[src/rtl/gmii_pkg.sv]
// Shared GMII receive/transmit constants: preamble/SFD bytes, reflected CRC-32
// parameters and the receive framer state encoding.
package gmii_pkg;

  localparam logic [7:0]  PREAMBLE_BYTE = 8'h55;
  localparam logic [7:0]  SFD_BYTE      = 8'hD5;
  localparam logic [31:0] CRC32_POLY    = 32'hEDB88320;
  localparam logic [31:0] CRC32_INIT    = 32'hFFFFFFFF;
  localparam logic [31:0] CRC32_RESIDUE = 32'hDEBB20E3;

  // Bytes held back so the trailing FCS never reaches the consumer.
  localparam logic [15:0] HOLD_BYTES    = 16'd5;

  typedef enum logic [1:0] {
    IDLE = 2'd0,
    PRE  = 2'd1,
    DATA = 2'd2,
    DROP = 2'd3
  } rx_state_e;

endpackage

[src/rtl/crc32_d8.sv]
// Combinational byte-wide update of the reflected CRC-32, data consumed LSB first.
// Shared between the receive framer and the transmit FCS generator.
module crc32_d8
  import gmii_pkg::*;
(
  input  logic [7:0]  data_i,
  input  logic [31:0] crc_i,
  output logic [31:0] crc_o
);

  always_comb begin
    logic [31:0] c;
    c = crc_i;
    for (int i = 0; i < 8; i++) begin
      if (c[0] ^ data_i[i]) c = (c >> 1) ^ CRC32_POLY;
      else                  c = c >> 1;
    end
    crc_o = c;
  end

endmodule

[src/rtl/gmii_rx_framer.sv]
// GMII receive framer: strips preamble/SFD and FCS, checks CRC and length, flags frame verdict.
// Define GMII_RX_STATS_EN to build the good/CRC-error/length-error frame counters.
module gmii_rx_framer
  import gmii_pkg::*;
#(
  parameter int MIN_FRAME = 64,
  parameter int MAX_FRAME = 1522
) (
  input  logic        clk_div,
  input  logic        reset,
  input  logic [7:0]  rxd,
  input  logic        rxdv,
  input  logic        rxer,
  output logic [7:0]  m_data,
  output logic        m_valid,
  output logic        m_sof,
  output logic        m_eof,
  output logic        m_good,
  output logic [15:0] m_len,
  output logic [31:0] stat_good,
  output logic [31:0] stat_crc_err,
  output logic [31:0] stat_len_err
);

  localparam logic [15:0] MIN_LEN = 16'(MIN_FRAME);
  localparam logic [15:0] MAX_LEN = 16'(MAX_FRAME);

  rx_state_e       state_q;
  logic [31:0]     crc_q, crc_d;
  logic [4:0][7:0] dly_q;
  logic [15:0]     len_q, len_d;
  logic            err_flag_q;

  logic [7:0]      m_data_q;
  logic            m_valid_q, m_sof_q, m_eof_q, m_good_q;
  logic [15:0]     m_len_q;

  logic            start_frame, close_frame, fill_ok, crc_ok, len_ok, frame_good;

  crc32_d8 u_crc (
    .data_i (rxd),
    .crc_i  (crc_q),
    .crc_o  (crc_d)
  );

  // len saturates and only grows, so len >= 5 doubles as "delay line full".
  assign len_d       = (len_q == 16'hFFFF) ? len_q : len_q + 16'd1;
  assign fill_ok     = (len_q >= HOLD_BYTES);
  assign crc_ok      = (crc_q == CRC32_RESIDUE);
  assign len_ok      = (len_q >= MIN_LEN) && (len_q <= MAX_LEN);
  assign frame_good  = crc_ok && !err_flag_q && len_ok;
  assign close_frame = (state_q == DATA) && !rxdv;
  assign start_frame = rxdv && (rxd == SFD_BYTE) &&
                       ((state_q == IDLE) || ((state_q == PRE) && !rxer));

  always_ff @(posedge clk_div or posedge reset) begin
    if (reset) begin
      state_q    <= DROP;
      crc_q      <= CRC32_INIT;
      dly_q      <= '0;
      len_q      <= '0;
      err_flag_q <= 1'b0;
      m_data_q   <= '0;
      m_valid_q  <= 1'b0;
      m_sof_q    <= 1'b0;
      m_eof_q    <= 1'b0;
      m_good_q   <= 1'b0;
      m_len_q    <= '0;
    end else begin
      m_valid_q <= 1'b0;
      m_sof_q   <= 1'b0;
      m_eof_q   <= 1'b0;
      m_good_q  <= 1'b0;
      m_len_q   <= '0;

      if (start_frame) begin
        crc_q      <= CRC32_INIT;
        len_q      <= '0;
        err_flag_q <= 1'b0;
      end

      case (state_q)
        IDLE: begin
          if (rxdv) begin
            if (rxd == PREAMBLE_BYTE) state_q <= PRE;
            else if (rxd == SFD_BYTE) state_q <= DATA;
            else                      state_q <= DROP;
          end
        end
        PRE: begin
          if (!rxdv)                     state_q <= IDLE;
          else if (rxer)                 state_q <= DROP;
          else if (rxd == PREAMBLE_BYTE) state_q <= PRE;
          else if (rxd == SFD_BYTE)      state_q <= DATA;
          else                           state_q <= DROP;
        end
        DATA: begin
          if (rxdv) begin
            crc_q      <= crc_d;
            dly_q      <= {dly_q[3:0], rxd};
            len_q      <= len_d;
            err_flag_q <= err_flag_q | rxer;
            if (fill_ok) begin
              m_valid_q <= 1'b1;
              m_data_q  <= dly_q[4];
              m_sof_q   <= (len_q == HOLD_BYTES);
            end
          end else begin
            state_q <= IDLE;
            // Oldest held byte is the last payload byte; the other four are FCS.
            if (fill_ok) begin
              m_valid_q <= 1'b1;
              m_data_q  <= dly_q[4];
              m_sof_q   <= (len_q == HOLD_BYTES);
              m_eof_q   <= 1'b1;
              m_good_q  <= frame_good;
              m_len_q   <= len_q;
            end
          end
        end
        default: begin
          if (!rxdv) state_q <= IDLE;
        end
      endcase
    end
  end

  assign m_data  = m_data_q;
  assign m_valid = m_valid_q;
  assign m_sof   = m_sof_q;
  assign m_eof   = m_eof_q;
  assign m_good  = m_good_q;
  assign m_len   = m_len_q;

`ifdef GMII_RX_STATS_EN
  logic [31:0] stat_good_q, stat_crc_err_q, stat_len_err_q;

  always_ff @(posedge clk_div or posedge reset) begin
    if (reset) begin
      stat_good_q    <= '0;
      stat_crc_err_q <= '0;
      stat_len_err_q <= '0;
    end else if (close_frame) begin
      // Runts never produce an eof but still count as length errors.
      if (fill_ok && frame_good)   stat_good_q    <= stat_good_q + 32'd1;
      if (fill_ok && !crc_ok)      stat_crc_err_q <= stat_crc_err_q + 32'd1;
      if (!fill_ok || !len_ok)     stat_len_err_q <= stat_len_err_q + 32'd1;
    end
  end

  assign stat_good    = stat_good_q;
  assign stat_crc_err = stat_crc_err_q;
  assign stat_len_err = stat_len_err_q;
`else
  assign stat_good    = '0;
  assign stat_crc_err = '0;
  assign stat_len_err = '0;
`endif

endmodule

[config.mk]
export PLATFORM = sky130hd
export DESIGN_NAME = gmii_rx_framer
export DESIGN_NICKNAME = d
export VERILOG_FILES = /design/src/rtl/gmii_pkg.sv /design/src/rtl/crc32_d8.sv /design/src/rtl/gmii_rx_framer.sv
export SDC_FILE = /design/constraint.sdc
export NUM_CORES = 1
export LEC_CHECK = 0
export ABC_AREA = 1
export BUFFER_PORTS_ARGS = -buffer_cell sky130_fd_sc_hd__buf_2
export CORE_ASPECT_RATIO = 1.4
export CORE_MARGIN = 4
export CORE_UTILIZATION = 55
export CTS_BUF_LIST = sky130_fd_sc_hd__clkbuf_8
export CTS_CLUSTER_DIAMETER = 40
export DETAILED_ROUTE_END_ITERATION = 8
export PLACE_DENSITY_LB_ADDON = 0.15
export SLEW_MARGIN = 5
export SYNTH_ARGS = -nofsm -noshare
export SYNTH_HDL_FRONTEND = slang
export SYNTH_SLANG_ARGS = --single-unit
[constraint.sdc]
create_clock -name clk_div -period 4.9 [get_ports clk_div]
set_clock_uncertainty 0.05 [all_clocks]
set_input_delay 0.735 -clock clk_div [delete_from_list [all_inputs] [get_ports clk_div]]
set_output_delay 0.735 -clock clk_div [all_outputs]
set_load 0.01 [all_outputs]
Word level (Yosys, flattened, before mapping)
Index checks and enable logic that the tools add are counted.

Register bits: 119. Input bits: 12. Word-level logic and storage cells: 96.

Add/subtract/negate cells: 1. Magnitude comparators: 3. Equal/unequal tests: 10. Multiplexer cells: 37. Bitwise operators: 17. Reduce and logical (&&, ||, !) cells: 13.

Operators with widths (count): 32-bit 2-to-1 mux (11); 16-bit 2-to-1 mux (7); 13-bit inverter with 14-bit output (8); 32-bit equality test (second input constant) (1); 16-bit by 1-bit adder with 16-bit output (second input constant) (1); 16-bit equality test (second input constant) (1); 16-bit by 3-bit equality test with 1-bit output (second input constant) (1); 16-bit by 3-bit greater-or-equal comparator with 1-bit output (second input constant) (1); 16-bit by 7-bit greater-or-equal comparator with 1-bit output (second input constant) (1); 16-bit by 11-bit less-or-equal comparator with 1-bit output (second input constant) (1); 1-bit 2-to-1 mux (13); 2-bit 2-to-1 mux (5); 8-bit by 7-bit equality test with 1-bit output (second input constant) (1); 8-bit equality test (second input constant) (1); 1-bit XOR (8); 1-bit logical AND (6); 2-bit AND reduction (3); 2-bit case mux with 2 select lines (1); 3-bit by 1-bit != test with 1-bit output (second input constant) (1); 3-bit != test (second input constant) (1); 2-bit by 1-bit equality test with 1-bit output (second input constant) (1); 2-bit equality test (second input constant) (1); 1-bit logical NOT (2); 2-bit logical NOT (1); other kinds (3) (3).

Depth between registers and ports, before layout
Gate-level depths: netlist of the first run.

Depth after elaboration: 18. Depth in mapped cells: 14.

Modules after synthesis
A second synthesis of the first run with hierarchy kept.

Cell total of the unflattened synthesis: 939. Area, all modules: 7338.3 µm².

Modules (own cells, without submodules): gmii_rx_framer (times used 1, cells an instance 744, area each 6104.6 µm², sequential area each 3020.4 µm²); crc32_d8 (times used 1, cells an instance 195, area each 1233.7 µm², sequential area each 0.0 µm²).

Worst setup path before layout of the first run
Ideal clock, no wire load.

Path type: input port to flip-flop. From: in rxd[0]. To: reg crc_q[4]. Setup time: 78 ps. Arrival time: 1728 ps. Required time: 4772 ps. Path slack: 3044 ps. Stages: 10. Path buffers: 0. Cell sequence: inv_1 -> nand2_1 -> nand2_2 -> nand2_1 -> nand2_2 -> xnor2_1 -> inv_1 -> or2_1 -> nand3_1 -> nand2_1.

Longest elaborated chain between the ends: 12.

Ends and longest elaborated chain: from (decl) (RTL line gmii_rx_framer.sv:11) `input logic [7:0] rxd,`; 1-bit XOR (RTL line crc32_d8.sv:15) `if (c[0] ^ data_i[i]) c = (c >> 1) ^ CRC32_POLY;`; 32-bit 2-to-1 mux (6 in series) (RTL line crc32_d8.sv:15); 1-bit XOR (RTL line crc32_d8.sv:15); 32-bit 2-to-1 mux (2 in series) (RTL line crc32_d8.sv:15); 32-bit 2-to-1 mux (RTL line gmii_rx_framer.sv:98) `if (rxdv) begin`; 32-bit 2-to-1 mux * (RTL line gmii_rx_framer.sv:82) `case (state_q)`; to (signal assigned) (RTL line gmii_rx_framer.sv:99) `crc_q <= crc_d;`; to (decl) (RTL line gmii_rx_framer.sv:29) `logic [31:0] crc_q, crc_d;`.

Mark *: on every way between the ends. The rest lies on a longest branch, timed or not. A chain may end at the register's enable or synchronous reset.

Worst setup path after layout of the first run
From: reg state_q[0]. To: reg crc_q[8].

Longest elaborated chain between the ends: 7.

Ends and longest elaborated chain: from (decl) (RTL line gmii_rx_framer.sv:28) `rx_state_e state_q;`; from (signal assigned) (RTL line gmii_rx_framer.sv:58) `state_q <= DROP;`; from (signal assigned) (RTL line gmii_rx_framer.sv:85) `if (rxd == PREAMBLE_BYTE) state_q <= PRE;`; from (signal assigned) (RTL line gmii_rx_framer.sv:86) `else if (rxd == SFD_BYTE) state_q <= DATA;`; 2-bit by 1-bit equality test with 1-bit output (RTL line gmii_rx_framer.sv:54) `((state_q == IDLE) || ((state_q == PRE) && !rxer));`; 1-bit logical AND (RTL line gmii_rx_framer.sv:54); 1-bit logical OR (RTL line gmii_rx_framer.sv:54); 1-bit logical AND (RTL line gmii_rx_framer.sv:53) `assign start_frame = rxdv && (rxd == SFD_BYTE) &&`; 32-bit 2-to-1 mux (RTL line gmii_rx_framer.sv:76) `if (start_frame) begin`; 32-bit 2-to-1 mux (RTL line gmii_rx_framer.sv:98); 32-bit 2-to-1 mux * (RTL line gmii_rx_framer.sv:82).

Marked as above.

==> impl_metrics.json, run 1 <==
{
  "die_x_um": 103,
  "yosys_warnings": 0,
  "vias_per_cell": 4.97,
  "syn_avg_cell_area_um2": 7.78,
  "vias": 5458,
  "synth_edf_count": 0,
  "nets": 951,
  "synth.distinct_cells": 40,
  "critPathKind": "reg2reg",
  "rsz0062_at_grt": "false",
  "fp-row-count": 48,
  "fin_tns_setup_ps": 0,
  "synth_compound_area_share_pct": 8.32,
  "gp_congestion": 0.909,
  "routedWlPerCell_um": 14.2,
  "seq_area_frac_synth_pct": 43.1,
  "crit_path_start": "state_q[0]$_DFFE_PP1P_",
  "synth_top_family_by_area": "simple AND/OR/NAND/NOR gates",
  "muxShareOfSynthArea_pct": 0,
  "yosys.area_share.simple_pct": 24.4,
  "leakagePower_nw": 3.97,
  "grt_usage_pct": 21.7,
  "comb_power_share_pct": 37.1,
  "ctsResizeCount": 0,
  "grt_pass1_wl_um": 24800,
  "first_global_vias": 4945,
  "cp-start-kind": "flop",
  "core_mm2": 0.0124,
  "cts_htree_levels": 4,
  "power.density_mw_per_mm2": 536,
  "p_sw_share_pct": 41.3,
  "drt_first_pass_iters": 5,
  "internal_power_mw": 2.31,
  "power_frac_clock_pct": 23.8,
  "post-route-period-util_pct": 60.9,
  "die_area_mm2": 0.0146,
  "drt_iter0_drc": 340,
  "cts_tree": "done",
  "min_period_ps": 2990,
  "ys_ff_latch": 119,
  "drc": 0,
  "diodes": 0,
  "root_buffer": "clkbuf_8",
  "clkSinkCount": 119,
  "r2r-end": "crc_q[8]$_DFF_PP1_",
  "synthCells": 901,
  "grt_max_degree": 83,
  "io_pins": 136,
  "area_growth_pct": 4.73,
  "netlist_area_mm2": 0.00701,
  "ys.flop_type": "dfrtp_1",
  "drt_wl_total_um": 15600,
  "clkTransAtPathRegs_ps": 80,
  "fmax_ghz": 0.335,
  "ant_nets": 0,
  "regToRegSetupSlack_ps": 1910,
  "worst_ep_arrival_time_ps": 3300,
  "cts_made_buffers": 17,
  "grt_antenna_before_repair": 0,
  "required_ps": 5220,
  "postCtsHoldBufs": 0,
  "r2r_cells": 7,
  "stdcell_count": 1098,
  "post_cts_buffers": 0,
  "synth_area_leaders": "dfrtp_1 30%, nand2_1 14%, dfstp_2 13%",
  "clockBufferDepth": 2,
  "hold_path.class": "reg2reg",
  "hold_viol_final": 0,
  "outcome": "finished clean",
  "clk_latency_ps": 440,
  "ys_async_sr_fraction_pct": 100,
  "dp.cells": 1066,
  "dp_hpwl_um": 11200,
  "synth_most_common_cell": "nand2_1",
  "endpoint": "crc_q[8]$_DFF_PP1_",
  "worst_pin_slew_ps": 998,
  "drive_gt1_share_pct": 14.6,
  "ir_drop_mv": 0.271,
  "sequentialPowerShare_pct": 39.1,
  "synthTopCellsByCount": "268 x nand2_1, 99 x buf_4, 92 x inv_1, 85 x dfrtp_1, 44 x o21ai_0",
  "synth_fa_ha_area_share_pct": 0.714,
  "start_util_pct": 56.4,
  "max_slew_margin_pct": 33.4,
  "r2r_start": "state_q[0]$_DFFE_PP1P_",
  "max_cap_viol_count": 0,
  "portBuffers": 39,
  "final_max_slew_viol_count": 0,
  "setup_viol": 0,
  "overflow": 0,
  "cp_max_fo": 54,
  "cp-end-kind": "flop",
  "yosysTopAreaCell": "dfrtp_1",
  "p_switching_mw": 1.62,
  "synth_xor_area_share_pct": 6.09,
  "die_h_um": 142,
  "synth_top_area_share_pct": 30.4
}
-- worst min-delay path by stage --
stage | end | cells after the start | startpoint
6_report | dly_q[39]$_DFFE_PP0P_ | 2 | dly_q[39]$_DFFE_PP0P_
5_1_grt | dly_q[9]$_DFFE_PP0P_ | 2 | dly_q[9]$_DFFE_PP0P_
4_1_cts | dly_q[20]$_DFFE_PP0P_ | 2 | dly_q[12]$_DFFE_PP0P_
3_5_place_dp | dly_q[12]$_DFFE_PP0P_ | 2 | dly_q[12]$_DFFE_PP0P_
3_3_place_gp | dly_q[24]$_DFFE_PP0P_ | 2 | dly_q[24]$_DFFE_PP0P_
2_1_floorplan | dly_q[10]$_DFFE_PP0P_ | 2 | dly_q[10]$_DFFE_PP0P_
-- flip-flops by register name, summed over array words and instances (netlist names) --
name / cells
crc_q: 32
dly_q: 40
err_flag_q: 1
len_q: 16
m_data: 8
m_eof: 1
m_good: 1
m_len: 16
m_sof: 1
m_valid: 1
state_q: 2
-- worst max-delay path, cell delays in order (launching register included) --
cell	delay [ps]
dfstp_2	530
inv_1	40
nand2_2	600
nor2_4	180
inv_2	660
nand2_1	490
o22ai_1	300
inv_1	60
-- through the flow --
step	setup slack, ps	hold slack [ps]	power (mW)	area [um^2]	utilization, %
2_1_floorplan	1010	392	2.69	7360	-
3_3_place_gp	1610	403	2.97	6930	55.7
3_5_place_dp	1580	408	2.99	6930	55.7
4_1_cts	1850	427	3.94	7340	59.0
5_1_grt	1520	447	4.22	7340	59.0
6_report	1910	422	3.93	7340	59.0
-- kinds of logic after synthesis --
family | after synthesis
and+or+nand+nor | 401
other | 1
DFF | 119
xor gates and xnor gates | 47
adders and majority gates | 4
AOI/OAI and AO/OA | 109
buffers and inverters | 220
-- layer usage --
metal  up-vias  GRT usage, %  share of wire (%)
li1       2705             -                  -
met1      2525          27.0                 40
met3        32          4.38                5.9
met5         -             0                  0
met2       196          36.9                 51
met4         0          7.71                2.8
-- cells in the final DEF, fill, tap and decap left out, types with 2 or more instances in the layout --
cell / instances
inv_6: 8
nand2_1: 268
a31oi_1: 4
o21ai_1: 3
inv_2: 7
nand3b_1: 2
o21ai_0: 44
xor2_2: 2
xnor2_1: 11
ha_1: 4
inv_8: 3
dfstp_2: 34
nand3_1: 39
buf_4: 2
xor2_1: 34
clkinvlp_4: 2
nor2_4: 2
conb_1: 96
or2_1: 2
bufinv_16: 2
clkbuf_8: 17
nor2_1: 41
a21oi_1: 40
o22ai_1: 10
o31ai_1: 2
nand4_1: 14
nor4_1: 7
dfrtp_1: 85
nand2_2: 13
buf_2: 39
nor3_1: 5
inv_1: 91
o211ai_1: 5
-- area by class of cell --
class | count | area (um^2)
clock buffers | 17 | 234
repair buffers | 41 | 210
flip-flops and latches | 119 | 3020
well taps | 150 | 188
clock inverters | 15 | 179
multi-input cells | 657 | 3130
inverters | 99 | 374
fillers | 1163 | 5090
-- power groups by stage --
stage / logic [mW] / clock network [mW] / registers, mW
6_report: 1.46 / 0.936 / 1.54
5_1_grt: 1.65 / 1.00 / 1.57
4_1_cts: 1.45 / 0.958 / 1.53
3_5_place_dp: 1.45 / 0 / 1.55
3_3_place_gp: 1.42 / 0 / 1.55
2_1_floorplan: 1.20 / 0 / 1.49
(Power assumes the default switching activity.)
==> inputs of run 2 (changes only) <==
--- a/config.mk
+++ b/config.mk
@@ -5,7 +5,7 @@
 export SDC_FILE = /design/constraint.sdc
 export NUM_CORES = 1
 export LEC_CHECK = 0
-export ABC_AREA = 1
+export ABC_AREA = 0
 export BUFFER_PORTS_ARGS = -buffer_cell sky130_fd_sc_hd__buf_2
 export CORE_ASPECT_RATIO = 1.4
 export CORE_MARGIN = 4
==> constraint.sdc (replaced) <==
create_clock -name clk_div -period 3.1 [get_ports clk_div]
set_clock_uncertainty 0.05 [all_clocks]
set_input_delay 0.465 -clock clk_div [delete_from_list [all_inputs] [get_ports clk_div]]
set_output_delay 0.465 -clock clk_div [all_outputs]
set_load 0.01 [all_outputs]
==> run 2 against run 1 <==
  * Combinational power is 87% higher
  * Clock power is 42% higher
  * Sequential power is 62% higher
  * Core utilization is 0.61 points higher
  * First-iteration DRC count is 31% lower
  * Die area is 7.9% lower
  * Via count is 22% lower
  * Critical path depth is 2 lower
  * Area after synthesis is 8.4% lower
  * Critical path type unchanged
  * Highest routed layer unchanged
==> impl_metrics.json, run 2 <==
{
  "grt_usage_pct": 19.6,
  "power.density_mw_per_mm2": 964,
  "final_common_cell": "nand2_1",
  "worst_ep_arrival_time_ps": 2560,
  "yosys_warnings": 0,
  "fillers": 1030,
  "ys_ff_latch": 119,
  "synth_top_area_share_pct": 33.2,
  "drc": 0,
  "drt_wl_total_um": 12700,
  "largest_reg_flops": 40,
  "outcome": "finished clean",
  "leakagePower_nw": 3.38,
  "max_cap_viol_count": 0,
  "cp-end-kind": "flop",
  "die_x_um": 99.3,
  "core_mm2": 0.0114,
  "seq_area_frac_synth_pct": 47.1,
  "synth_most_common_cell": "nand2_1",
  "fmax_ghz": 0.442,
  "ctsResizeCount": 0,
  "worst_pin_slew_ps": 803,
  "io_pins": 136,
  "fin_tns_setup_ps": 0,
  "critPathKind": "reg2reg",
  "grt_antenna_before_repair": 0,
  "grt_max_degree": 64,
  "dp_hpwl_um": 9190,
  "yosysTopAreaCell": "dfrtp_1",
  "post-route-period-util_pct": 73.0,
  "final_max_slew_viol_count": 0,
  "vias": 4272,
  "netlist_area_mm2": 0.00641,
  "p_switching_mw": 2.39,
  "mostFrequentLayoutCells": "129 x nand2_1, 96 x conb_1, 85 x dfrtp_1",
  "crit_chain": "nor2b_1 -> and2_2 -> buf_4 -> nor3_1 -> a21oi_1",
  "synth.distinct_cells": 61,
  "internal_power_mw": 4.17,
  "cp_slowest_cell": "and2_2",
  "area_growth_pct": 5.95,
  "ys_async_sr_fraction_pct": 100,
  "root_buffer": "clkbuf_8",
  "hold_viol_final": 0,
  "postCtsHoldBufs": 0,
  "cp_max_fo": 34,
  "hold_path.class": "in2async",
  "sequentialPowerShare_pct": 38.1,
  "syn_avg_cell_area_um2": 9.82,
  "power_frac_clock_pct": 20.4,
  "routedWlPerCell_um": 15.0,
  "drive_gt1_share_pct": 20.7,
  "cts_htree_levels": 4,
  "ant_nets": 0,
  "ir_drop_mv": 0.585,
  "top_regs": "dly_q (40), crc_q (32)",
  "largest-register": "dly_q",
  "drt_first_pass_iters": 4,
  "p_sw_share_pct": 36.4,
  "clockBufferDepth": 2,
  "cp-start-kind": "flop",
  "min_period_ps": 2260,
  "synth_edf_count": 0,
  "regToRegSetupSlack_ps": 840,
  "first_global_vias": 4279,
  "synthTopCellsByCount": "130 x nand2_1, 98 x buf_4, 85 x dfrtp_1, 35 x a21oi_1, 34 x dfstp_2",
  "max_slew_margin_pct": 46.4,
  "r2r_cells": 5,
  "cts_made_buffers": 17,
  "diodes": 0,
  "overflow": 0,
  "start_util_pct": 56.3,
  "vias_per_cell": 5.03,
  "r2r_start": "state_q[1]$_DFFE_PP1P_",
  "grt_pass1_wl_um": 21000,
  "portBuffers": 39,
  "ys.flop_type": "dfrtp_1",
  "r2r-end": "crc_q[25]$_DFF_PP1_",
  "die_h_um": 136,
  "rsz0062_at_grt": "false",
  "clk_latency_ps": 410,
  "crit_path_start": "state_q[1]$_DFFE_PP1P_",
  "setup_ws_ps": 837,
  "gp_congestion": 0.871,
  "nets": 708,
  "max_stage_delay_ps": 660,
  "cts_tree": "done",
  "clkSinkCount": 119,
  "post_cts_buffers": 0,
  "synthCells": 653,
  "setup_viol": 0,
  "die_area_mm2": 0.0135,
  "fp-row-count": 46,
  "required_ps": 3390,
  "comb_power_share_pct": 41.6,
  "synth_area_leaders": "dfrtp_1 33%, dfstp_2 14%, buf_4 11%",
  "clkTransAtPathRegs_ps": 70,
  "drt_iter0_drc": 235,
  "dp_slack_ps": 819
}
-- run 2: changes by cell type after synthesis, moves of 17 or more --
cell     previous run  this run
nand2_1           268       130
inv_1              92         7
nand3_1            39         8
xnor2_1            11        32
o21ai_0            44        24
nor2_1             41        24
nor3_1              5        22
-- run 2: worst max-delay path: cells and delay by family, from the launching register on --
family	cells	cell delay, ps
DFF	1	590
and+or+nand+nor	3	1100
buffers and inverters	1	300
AOI/OAI and AO/OA	1	140
-- run 2: power groups by stage --
stage | Clock, mW | Combinational [mW] | Sequential (mW)
after global routing | 1.44 | 2.98 | 2.56
after detailed placement | 0 | 2.72 | 2.52
after global placement | 0 | 2.66 | 2.50
after floorplan | 0 | 2.28 | 2.42
after CTS | 1.38 | 2.74 | 2.49
final | 1.33 | 2.73 | 2.49
-- run 2: kinds of logic after synthesis --
logic type | after synthesis | share of synthesized area, %
other cells | 1 | 0.0585
simple gates | 243 | 18.5
xor+xnor | 68 | 11.2
mux | 11 | 1.89
fa+ha+maj | 4 | 0.780
flops | 119 | 47.1
buf+inv | 130 | 13.6
compound gates | 77 | 6.79
-- run 2: cell type report --
class                      count  area (um^2)  area share, %
tap                          144          180           2.65
sequential                   119         3020           44.4
clock inverter                12          113           1.66
clock buffer                  20          275           4.05
multi-input combinational    499         2890           42.5
inverter                       7         30.0          0.442
timing repair buffer          48          288           4.23
-- run 2: worst max path at each step --
stage | end | slack, ps
finish | crc_q[25]$_DFF_PP1_ | 840
global route | crc_q[27]$_DFF_PP1_ | 690
CTS | crc_q[29]$_DFF_PP1_ | 860
detailed placement | len_q[4]$_DFFE_PP0P_ | 820
global placement | len_q[4]$_DFFE_PP0P_ | 810
floorplan | len_q[2]$_DFFE_PP0P_ | 1140
-- run 2: per-stage QoR --
stage | hold WS, ps | total power, mW | util (%) | std cells | cell area, um^2
6_report | 143 | 6.55 | 59.6 | 849 | 6800
5_1_grt | 192 | 6.97 | 59.6 | 849 | 6800
4_1_cts | 148 | 6.61 | 59.6 | 849 | 6800
3_3_place_gp | 397 | 5.16 | 56.2 | 817 | 6410
3_5_place_dp | 399 | 5.24 | 56.2 | 817 | 6410
2_1_floorplan | 389 | 4.70 | - | 748 | 6780
-- run 2: routing by layer --
metal / track usage (%) / part of all wire, % / wire length, um
met5: 0 / 0 / 0
met4: 9.34 / 3.3 / 421
met3: 4.59 / 5.8 / 737
met2: 32.8 / 50 / 6400
met1: 23.9 / 41 / 5160
==> inputs of run 3 (changes only) <==
==> constraint.sdc (replaced) <==
create_clock -name clk_div -period 2.33 [get_ports clk_div]
set_clock_uncertainty 0.05 [all_clocks]
set_input_delay 0.3495 -clock clk_div [delete_from_list [all_inputs] [get_ports clk_div]]
set_output_delay 0.3495 -clock clk_div [all_outputs]
set_load 0.01 [all_outputs]
==> run 3 against run 2 <==
  * Critical path type unchanged
  * Sequential power grew 33%
  * Non-clock buffer count grew 16
  * Register-to-register slack lost 720 ps
==> impl_metrics.json, run 3 (same netlist as run 2, synthesis figures left out) <==
{
  "outcome": "finished clean",
  "largest_reg_flops": 40,
  "grt_max_degree": 57,
  "clkTransAtPathRegs_ps": 70,
  "critPathKind": "reg2reg",
  "max_slew_margin_pct": 55.3,
  "routedWlPerCell_um": 15.1,
  "hold_viol_final": 0,
  "wl_met2_um": 6710,
  "min_from": "rxd[4]",
  "placed_area_mm2": 0.00655,
  "fin_tns_setup_ps": 0,
  "cp-start-kind": "flop",
  "start_util_pct": 56.3,
  "rsz0062_at_grt": "false",
  "clkSinkCount": 119,
  "regToRegSetupSlack_ps": 120,
  "grt_antenna_before_repair": 0,
  "diodes": 0,
  "hold_path_end": "dly_q[4]$_DFFE_PP0P_",
  "r2r_start": "crc_q[30]$_DFF_PP1_",
  "worst_pin_slew_ps": 667,
  "drc": 0,
  "core_mm2": 0.0114,
  "max_stage_delay_ps": 580,
  "die_h_um": 136,
  "cp-end-kind": "flop",
  "cts_tree": "done",
  "cts_made_buffers": 17,
  "crit_family": "simple AND/OR/NAND/NOR gates",
  "fp-row-count": 46,
  "max_cap_viol_count": 0,
  "fillers": 1030,
  "dp_slack_ps": 68.0,
  "r2r-end": "m_good$_DFF_PP0_",
  "largest-register": "dly_q",
  "io_pins": 136,
  "multi_input_area_mm2": 0.00290,
  "setup_viol": 0,
  "drt_iter0_drc": 194,
  "gp_congestion": 0.881,
  "final_common_cell": "nand2_1",
  "drt_first_pass_iters": 5,
  "vias_per_cell": 5.07,
  "mostFrequentLayoutCells": "129 x nand2_1, 96 x conb_1, 85 x dfrtp_1",
  "top_layer": "met4",
  "drive_gt1_share_pct": 23.0,
  "seqCellArea_mm2": 0.00302,
  "grt_pass1_wl_um": 21400,
  "vias": 4389,
  "clockBufferDepth": 2,
  "dr_wl_met3_um": 778,
  "post-route-period-util_pct": 94.8,
  "top_regs": "dly_q (40), crc_q (32)",
  "first_global_vias": 4297,
  "portBuffers": 39,
  "cp_max_fo": 3,
  "wl_met1_um": 5240,
  "min_period_ps": 2210,
  "hold_path.class": "in2reg",
  "whs_ps": 142,
  "fmax_ghz": 0.453,
  "drt_wl_total_um": 13100,
  "worst_ep_arrival_time_ps": 2510,
  "setup_ws_ps": 121,
  "root_buffer": "clkbuf_8",
  "worst-path-stages": 5,
  "required_ps": 2630,
  "die_x_um": 99.3,
  "power.density_mw_per_mm2": 1270,
  "final_max_slew_viol_count": 0,
  "clk_latency_ps": 420,
  "hold-path-cell-count": 3,
  "critical_path_buf_inv_count": 0,
  "area_growth_pct": 8.13,
  "grt_usage_pct": 20.1,
  "cp_slowest_cell": "or4b_2",
  "design_area_mm2": 0.00694,
  "ant_nets": 0,
  "die_area_mm2": 0.0135,
  "leakagePower_nw": 3.45,
  "dp_hpwl_um": 9380,
  "cts_htree_levels": 4,
  "crit_chain": "or4b_2 -> nor4_1 -> nand4_1 -> a211oi_1 -> and3_1",
  "post_cts_buffers": 0,
  "overflow": 0,
  "ir_drop_mv": 0.939,
  "nets": 724,
  "r2r_cells": 5
}
-- run 3: worst register-to-register path, stage by stage (launching register included) --
cell	delay, ps
dfstp_2	550
or4b_2	580
nor4_1	320
nand4_1	180
a211oi_1	280
and3_1	190
-- run 3: power by group --
part           total [mW]  internal, mW  switching [mW]  leakage (nW)
Combinational        3.74          1.81            1.92          1.77
Clock                1.77         0.935           0.839         0.198
Sequential           3.31          2.82           0.496          1.48
-- run 3: through the flow --
| step | util [%] | power (mW) | cells |
|---|---|---|---|
| after floorplan | - | 6.25 | 748 |
| after global placement | 57.4 | 6.98 | 832 |
| after detailed placement | 57.4 | 7.06 | 832 |
| after CTS | 60.8 | 8.88 | 865 |
| after global routing | 60.9 | 9.38 | 865 |
| final | 60.9 | 8.82 | 865 |
-- run 3: how the worst max path moves through the flow --
stage / from / to
2_1_floorplan: len_q[0]$_DFFE_PP0P_ / len_q[2]$_DFFE_PP0P_
3_3_place_gp: len_q[1]$_DFFE_PP0P_ / m_data[3]$_DFFE_PP0P_
3_5_place_dp: len_q[1]$_DFFE_PP0P_ / m_data[3]$_DFFE_PP0P_
4_1_cts: len_q[1]$_DFFE_PP0P_ / m_data[6]$_DFFE_PP0P_
5_1_grt: crc_q[30]$_DFF_PP1_ / m_good$_DFF_PP0_
6_report: crc_q[30]$_DFF_PP1_ / m_good$_DFF_PP0_
-- run 3: final cells by class --
type | count | area share, %
inverters | 7 | 0.433
clock buffers | 17 | 3.37
repair buffers | 64 | 6.28
multi-input cells | 499 | 41.8
well taps | 144 | 2.60
flip-flops and latches | 119 | 43.5
clock inverters | 15 | 2.00
-- run 3: timing repair --
item                                    in CTS  in global routing
hold buffers                                 1                  0
gates resized for setup                      0                  2
hold endpoints to repair                    22                  0
endpoints found under the setup margin       0                 12
-- run 3: per-layer routing --
metal,global-route usage [%],vias to the layer above
li1,-,2088
met5,0,-
met2,34.0,172
met1,24.4,2100
met4,9.34,0
met3,4.22,29
